===== config.mk =====
export PLATFORM = sky130hd
export DESIGN_NAME = qux_source_flat
export DESIGN_NICKNAME = d
export VERILOG_FILES = /design/src/rtl/qux_source_if.sv /design/src/rtl/qux_source.sv /design/src/flat_wrapper.sv
export SDC_FILE = /design/constraint.sdc
export NUM_CORES = 1
export LEC_CHECK = 0
export BUFFER_PORTS_ARGS = -buffer_cell sky130_fd_sc_hd__buf_2
export CELL_PAD_IN_SITES_DETAIL_PLACEMENT = 1
export CELL_PAD_IN_SITES_GLOBAL_PLACEMENT = 2
export CORE_ASPECT_RATIO = 0.6
export CORE_MARGIN = 2
export CORE_UTILIZATION = 42
export CTS_CLUSTER_SIZE = 25
export DETAILED_ROUTE_END_ITERATION = 8
export PLACE_DENSITY = 0.87
export SLEW_MARGIN = 30
export SYNTH_ARGS = -nofsm -noshare
export SYNTH_HDL_FRONTEND = slang
export SYNTH_SLANG_ARGS = --single-unit
export TNS_END_PERCENT = 100

===== constraint.sdc =====
create_clock -name clk -period 4.93 [get_ports clk]
set_clock_uncertainty 0.1 [all_clocks]
set_input_delay 0.7395 -clock clk [delete_from_list [all_inputs] [get_ports clk]]
set_output_delay 0.7395 -clock clk [all_outputs]
set_load 0.005 [all_outputs]

===== src/rtl/qux_source_if.sv =====
// Pull-protocol qux link: the source drives qux, the sink answers with quz to consume it.
interface intf;
  logic [31:0] qux;
  logic        quz;

  modport quxOut (output qux, input quz);
  modport quxIn  (input qux, output quz);
endinterface


===== src/rtl/qux_source.sv =====
// Source end of the qux chain: buffers upstream words in a small FIFO and presents
// the head word (or IDLE_WORD when empty) from a flop, popping on each sink pull.
module qux_source #(
  parameter int unsigned DEPTH     = 4,
  parameter logic [31:0] IDLE_WORD = 32'h0,
  parameter int unsigned CNT_W     = 16
) (
  input  logic                    clk,
  input  logic                    rst_n,
  input  logic [31:0]             in_data,
  input  logic                    in_valid,
  output logic                    in_ready,
  input  logic                    flush,
  intf.quxOut                     qux_out,
  output logic [$clog2(DEPTH):0]  level,
  output logic [CNT_W-1:0]        underrun_cnt
);

  localparam int unsigned DW = 32;
  localparam int unsigned PW = $clog2(DEPTH);
  localparam int unsigned LW = PW + 1;

  logic [DW-1:0] mem [DEPTH];
  logic [PW-1:0] rd_ptr;
  logic [PW-1:0] wr_ptr;
  logic [PW-1:0] rd_next;
  logic [PW-1:0] wr_next;
  logic [LW-1:0] level_next;
  logic [DW-1:0] qux_q;
  logic [DW-1:0] qux_next;
  logic          push;
  logic          pop;
  logic          underrun;

  // Handshake decode and next FIFO state; qux_next pre-computes the post-edge head.
  always_comb begin
    in_ready   = rst_n && (level < LW'(DEPTH)) && !flush;
    push       = in_valid && in_ready;
    pop        = qux_out.quz && (level != '0) && !flush;
    underrun   = qux_out.quz && (level == '0) && !flush;
    rd_next    = rd_ptr;
    wr_next    = wr_ptr;
    level_next = level;
    qux_next   = IDLE_WORD;

    if (flush) begin
      rd_next    = '0;
      wr_next    = '0;
      level_next = '0;
    end else begin
      if (pop)  rd_next = rd_ptr + PW'(1);
      if (push) wr_next = wr_ptr + PW'(1);
      case ({push, pop})
        2'b10:   level_next = level + LW'(1);
        2'b01:   level_next = level - LW'(1);
        default: level_next = level;
      endcase
    end

    // A head landing on the slot being written this cycle must bypass the array.
    if (level_next != '0) begin
      if (push && (rd_next == wr_ptr)) qux_next = in_data;
      else                             qux_next = mem[rd_next];
    end
  end

  always_ff @(posedge clk) begin
    if (push) mem[wr_ptr] <= in_data;
  end

  always_ff @(posedge clk or negedge rst_n) begin
    if (!rst_n) begin
      rd_ptr       <= '0;
      wr_ptr       <= '0;
      level        <= '0;
      underrun_cnt <= '0;
      qux_q        <= IDLE_WORD;
    end else begin
      rd_ptr <= rd_next;
      wr_ptr <= wr_next;
      level  <= level_next;
      qux_q  <= qux_next;
      if (underrun && (underrun_cnt != '1)) underrun_cnt <= underrun_cnt + CNT_W'(1);
    end
  end

  assign qux_out.qux = qux_q;

endmodule


===== src/flat_wrapper.sv =====
// flat-port wrapper written by rule: the top's interface ports become plain ports
module qux_source_flat 
#(
  parameter int unsigned DEPTH     = 4,
  parameter logic [31:0] IDLE_WORD = 32'h0,
  parameter int unsigned CNT_W     = 16
)
  (clk, rst_n, in_data, in_valid, in_ready, flush, level, underrun_cnt, qux_out_qux, qux_out_quz);
  intf qux_out_i ();
  input  logic clk;
  input  logic rst_n;
  input  logic [31:0] in_data;
  input  logic in_valid;
  output logic in_ready;
  input  logic flush;
  output logic [$clog2(DEPTH):0] level;
  output logic [CNT_W-1:0] underrun_cnt;
  output wire logic [$bits(qux_out_i.qux)-1:0] qux_out_qux;
  input wire logic [$bits(qux_out_i.quz)-1:0] qux_out_quz;
  assign qux_out_qux = qux_out_i.qux;
  assign qux_out_i.quz = qux_out_quz;
  qux_source #(.DEPTH(DEPTH), .IDLE_WORD(IDLE_WORD), .CNT_W(CNT_W)) u_core (.clk(clk), .rst_n(rst_n), .in_data(in_data), .in_valid(in_valid), .in_ready(in_ready), .flush(flush), .qux_out(qux_out_i), .level(level), .underrun_cnt(underrun_cnt));
endmodule

# Word-level counts from Yosys, hierarchy flattened

Memory sizes are Yosys's and may differ from the RTL's.
Index checks and enable logic that the tools add are counted.

Flip-flop bits (word level): 55
RAM bits: 128
Input port bits: 37
Logic and storage cells: 40
Memories: 1

$add $sub $neg: 5
$lt $le $gt $ge: 1
Eq/ne operators: 4
Mux-type cells: 10
Reductions and logical operators: 14

Memory list:

| memory     | words | width | rd ports | clocked after memory_dff | wr ports | line             | source |
|---|---|---|---|---|---|---|---|
| u_core.mem | 4     | 32    | 1        | 0                        | 1        | qux_source.sv:23 | `logic [DW-1:0] mem [DEPTH];` |

Operators by type and width:

| kind                  | count |
|---|---|
| $mux 32               | 2 |
| $add 16x1->16 const B | 1 |
| $ne 16x16->1 const B  | 1 |
| $logic_and 1x1->1     | 9 |
| $mux 2                | 4 |
| $pmux 3 s2            | 1 |
| $reduce_bool 3->1     | 2 |
| $add 2x1->2 const B   | 2 |
| $add 3x1->3 const B   | 1 |
| $logic_not 3->1       | 1 |
| $lt 3x3->1 const B    | 1 |
| $mux 3                | 1 |
| $sub 3x1->3 const B   | 1 |
| $eq 2x1->1 const B    | 1 |
| $eq 2x2->1            | 1 |
| $eq 2x2->1 const B    | 1 |
| $mux 1                | 2 |
| $reduce_bool 2->1     | 1 |
| $logic_not 1->1       | 1 |

# Longest topological paths before layout

Depth in word-level cells: 9
Depth in mapped cells: 14
Gate-level depth less buffers: 9

# Least setup slack after synthesis

Ideal clock, no wire load.

Path type: in2reg
Start: input port flush
End: register u_core.qux_q[11] (netlist: u_core.qux_out.qux[11])
Data arrival time: 3786 ps
Required time: 4763 ps
Slack: 977 ps
Cell stages on the path: 14
Buffers on the path: 6
Path through: clkbuf_1 buf_2 buf_1 clkbuf_1 nor2_1 ha_1 fa_1 xnor2_1 or3_1 a41o_1 and4b_1 buf_2 buf_4 a32o_1

Longest elaborated chain between the ends: 8
Elaborated cells between the ends (all ways): 16

Ends and longest elaborated chain:

| element                                             | line                               | source |
|---|---|---|
| start: declaration                                  | flat_wrapper.sv:15                 | `input logic flush;` |
| $logic_not 1->1                                     | qux_source.sv:37, qux_source.sv:39 |  |
| $logic_and 1x1->1 (on tied branches)                | qux_source.sv:37, qux_source.sv:39 |  |
| $logic_and 1x1->1 / $mux 2 (equally long branches)  | qux_source.sv:38, qux_source.sv:51 |  |
| $eq 2x1->1, or another cell as far along            | qux_source.sv:53                   | `case ({push, pop})` |
| $pmux 3 s2 / $eq 2x2->1 (equally long branches)     | qux_source.sv:53, qux_source.sv:62 |  |
| $mux 3 / $logic_and 1x1->1 (equally long branches)  | qux_source.sv:46, qux_source.sv:62 |  |
| $reduce_bool 3->1 / $mux 32 (equally long branches) | qux_source.sv:61, qux_source.sv:62 |  |
| $mux 32 (*)                                         | qux_source.sv:61                   | `if (level_next != '0) begin` |
| named net u_core.qux_next[11]                       | qux_source.sv:30                   | `logic [DW-1:0] qux_next;` |
| end signal: assignment                              | qux_source.sv:82                   | `qux_q <= qux_next;` |
| end: declaration                                    | qux_source.sv:29                   | `logic [DW-1:0] qux_q;` |

Mark *: on every way through the listed nets, which the timed path passes. The rest lies on a longest branch.
A chain may end at the register's enable or synchronous reset.

# Worst setup path in the final report

Start: input port flush
End: register u_core.qux_q[20] (netlist: u_core.qux_out.qux[20])

Same word-level chain as after synthesis.

==> summary.txt <==
Setup path
  • Worst r2r path cells: 10
  • Crit path DAT: 4030 ps
  • CP Max Fanout: between 40 and 50
  • Worst r2r src: u_core.level[2]
  • Critical path type: in2reg
  • Critical Path End Type: register
  • R2R setup slack: about 1200 ps
  • Worst Setup Start Kind: input pin
  • Reg2Reg Capture Point: u_core.qux_out.qux[20]
  • Critical Path RT: about 5200 ps

Power
  • P per Cell Area: ~400 nW/um2
  • VDD IR max: 0.184 mV
  • Lkg Pwr: 0.00338 uW

Routing
  • # DRC: 0
  • Wire per inst: 23.1 um
  • Final ANT Viol Nets: 0
  • DRT Wirelength: 19400 um
  • Iteration-0 DRC Markers: around 280
  • Drt first pass iters: 5
  • Via density: around 5.7
  • Via count: about 4.8k

Clocking
  • Clk root buf: clkbuf_16
  • CTS Buf Count: 17
  • Clock Latency Late Sink: between 400 and 500 ps
  • CTS Sinks: approximately 180
  • Hold buffer count at CTS: 0
  • CTS tree: done
  • CTS resizes: 0
  • Htree depth: 4
  • Clk pin slew, worst setup/hold paths: 70 ps
  • Post-CTS Setup Bufs: 0
  • Clock Tree Buf Depth: 2

Synth
  • Cell taking the most area after synthesis: edfxtp_1
  • Syn Inst Count: 511
  • Synth Area in Adders: 0.0127
  • Main combinational cell family by area after synthesis: compound AO/OA/AOI/OAI gates
  • Synth top area cells: edfxtp_1 51%, dfrtp_1 18%, a32o_1 4.3%
  • Yosys top cell area share: 0.514
  • Synth Register Bits: approximately 180
  • Ys Warns: 0
  • Synth cell types: 44
  • Net Count, Synth: between 500 and 600
  • Synth Area in Simple Gates: 0.0516
  • Sequential fraction of the synthesis area: 0.699
  • Multiplexer area fraction after synthesis: 0.00419
  • Synth Area per Inst: approximately 15 um2
  • Post-synthesis xor/xnor area fraction: 0.0231
  • Post-synthesis compound-gate area fraction: 0.184
  • Synth Cell Area: 7470 um2

Worst hold path
  • Hold path cells: 1
  • WHS Endpoint: u_core.underrun_cnt[13]
  • Hold_sp: u_core.underrun_cnt[13]
  • Worst Hold Class: reg2reg

Timing
  • Tmin final: around 3800 ps
  • Slew Viols, Final: 0
  • Peak Freq: ~0.27 GHz
  • Number of hold violations in the final report: 0
  • Setup TNS: 0 ps
  • Worst-margin pin slew: a little over 900 ps
  • Unrepaired setup endpoints after global routing: no
  • Final worst-path cycle share: 0.762
  • # setup viols final: 0
  • Relative slew slack: 0.376

Run status
  • Status: finished clean

Finish
  • Share of layout cells above drive strength 1: 0.242
  • Final Non-Filler Cells: between 800 and 900
  • NumNets Final: 635
  • Most frequent cells in the layout: 128 x edfxtp_1, 87 x buf_2, 55 x dfrtp_1
  • Commonest non-fill, non-tap cell in the layout: edfxtp_1
  • Layout overhead on the synthesized area: 18.6%

Floorplan
  • Starting density of the core: 0.433
  • Die Y-Extent: around 110 um
  • I/O pins: 89
  • Die Area: approximately 19000 um2
  • Core area: approximately 17000 um2
  • Die X: about 180 um
  • Placement row count: 37

Global routing
  • Vias in the first global route: roughly 5.1k
  • Initial antenna violation count: 3
  • Largest net degree at the start of global routing: between 60 and 70
  • Global-route wire length before repair: between 30000 and 40000 um
  • GRT Overall Usage: 0.218
  • Global route total overflow: 0

Placement
  • DP Cell Count: between 800 and 900
  • Port Buf Inserts: 88
  • DP HPWL: ~11000 um
  • Final RePlAce weighted congestion: about 0.76

Job
  • Max cap viols: 0
worst max-delay path, cell delays in order:
cell and delay (ps):
buf_4 250, nor4bb_1 310, buf_4 210, inv_1 50, ha_1 220, fa_1 400, xnor2_1 160, or3_1 350
a41o_1 300, a31oi_4 540, buf_12 250, a32o_1 190
sequential cells by signal (all words and copies together) (netlist names):
signal	flops
u_core.underrun_cnt	16
u_core.qux_out.qux	32
u_core.wr_ptr	2
u_core.mem	128
u_core.rd_ptr	2
u_core.level	3
through the flow:
| stage | total power, uW | worst slack, ps | utilization | hold WS [ps] | cell area, um2 |
|---|---|---|---|---|---|
| 6_report | 3540 | 1170 | 0.513 | 395 | 8860 |
| 3_5_place_dp | 2150 | 822 | 0.476 | 387 | 8220 |
| 3_3_place_gp | 2130 | 917 | 0.473 | 369 | 8170 |
| 2_1_floorplan | 1970 | 977 | - | 344 | 7470 |
| 4_1_cts | 3570 | 1210 | 0.511 | 400 | 8830 |
| 5_1_grt | 3650 | 1030 | 0.513 | 420 | 8860 |
worst max path at each step:
stage / start / cells after the start / slack (ps) / end
2_1_floorplan: flush / 14 / 980 / u_core.qux_out.qux[11]
3_3_place_gp: flush / 12 / 920 / u_core.qux_out.qux[30]
3_5_place_dp: flush / 12 / 820 / u_core.qux_out.qux[26]
4_1_cts: flush / 12 / 1210 / u_core.qux_out.qux[26]
5_1_grt: flush / 12 / 1030 / u_core.qux_out.qux[31]
6_report: flush / 12 / 1170 / u_core.qux_out.qux[20]
where the power goes:
| part | switching (uW) | internal (uW) |
|---|---|---|
| Clock | 649 | 768 |
| Sequential | 48.7 | 1710 |
| Combinational | 220 | 144 |
| Total | 917 | 2620 |
cell families after synthesis:
logic type      after synthesis
xor+xnor                     18
mux                           3
fa+ha+maj                     7
flops                       183
compound gates              174
simple gates                 84
buf+inv                      42
layout make-up:
class,instances,area (um2)
Timing Repair Buffer,100,606
Multi-Input combinational cell,286,2120
Inverter,3,11.3
Clock buffer,17,425
Tap cell,234,293
Fill cell,1710,8410
Antenna cell,1,2.50
Clock inverter,15,181
Sequential cell,183,5220
cell usage after synthesis:
cell type and count:
or3_1 2, clkbuf_1 23, xnor2_1 9, xor2_2 2, edfxtp_1 128, o21ai_1 1
fa_1 1, inv_1 3, and2_1 5, o21bai_1 1, nor2_1 10, nor4_1 1
o21ai_0 35, and3_1 4, buf_1 1, dfrtp_1 55, o31ai_4 1, buf_4 1
nand2_1 46, xor2_1 7, nor3b_1 1, o21ba_2 1, nor4bb_1 1, a211oi_1 33
and4_1 1, nand4_1 2, mux2i_1 2, ha_1 6, nand2b_1 1, a31oi_2 1
o31ai_1 1, mux2_2 1, buf_2 12, and4b_1 1, buf_6 2, a21oi_1 1
nor3_1 3, o21a_1 32, a211o_1 32, a21o_1 1, nand3_1 6, a41o_1 1
o311ai_4 1, a32o_1 32
metal layers:
metal	global-route usage	share of wire
met4	0.0702	0.0098
met1	0.289	0.45
met2	0.359	0.49
met5	0	0.00067
met3	0.0491	0.046
(Power assumes the default switching activity.)
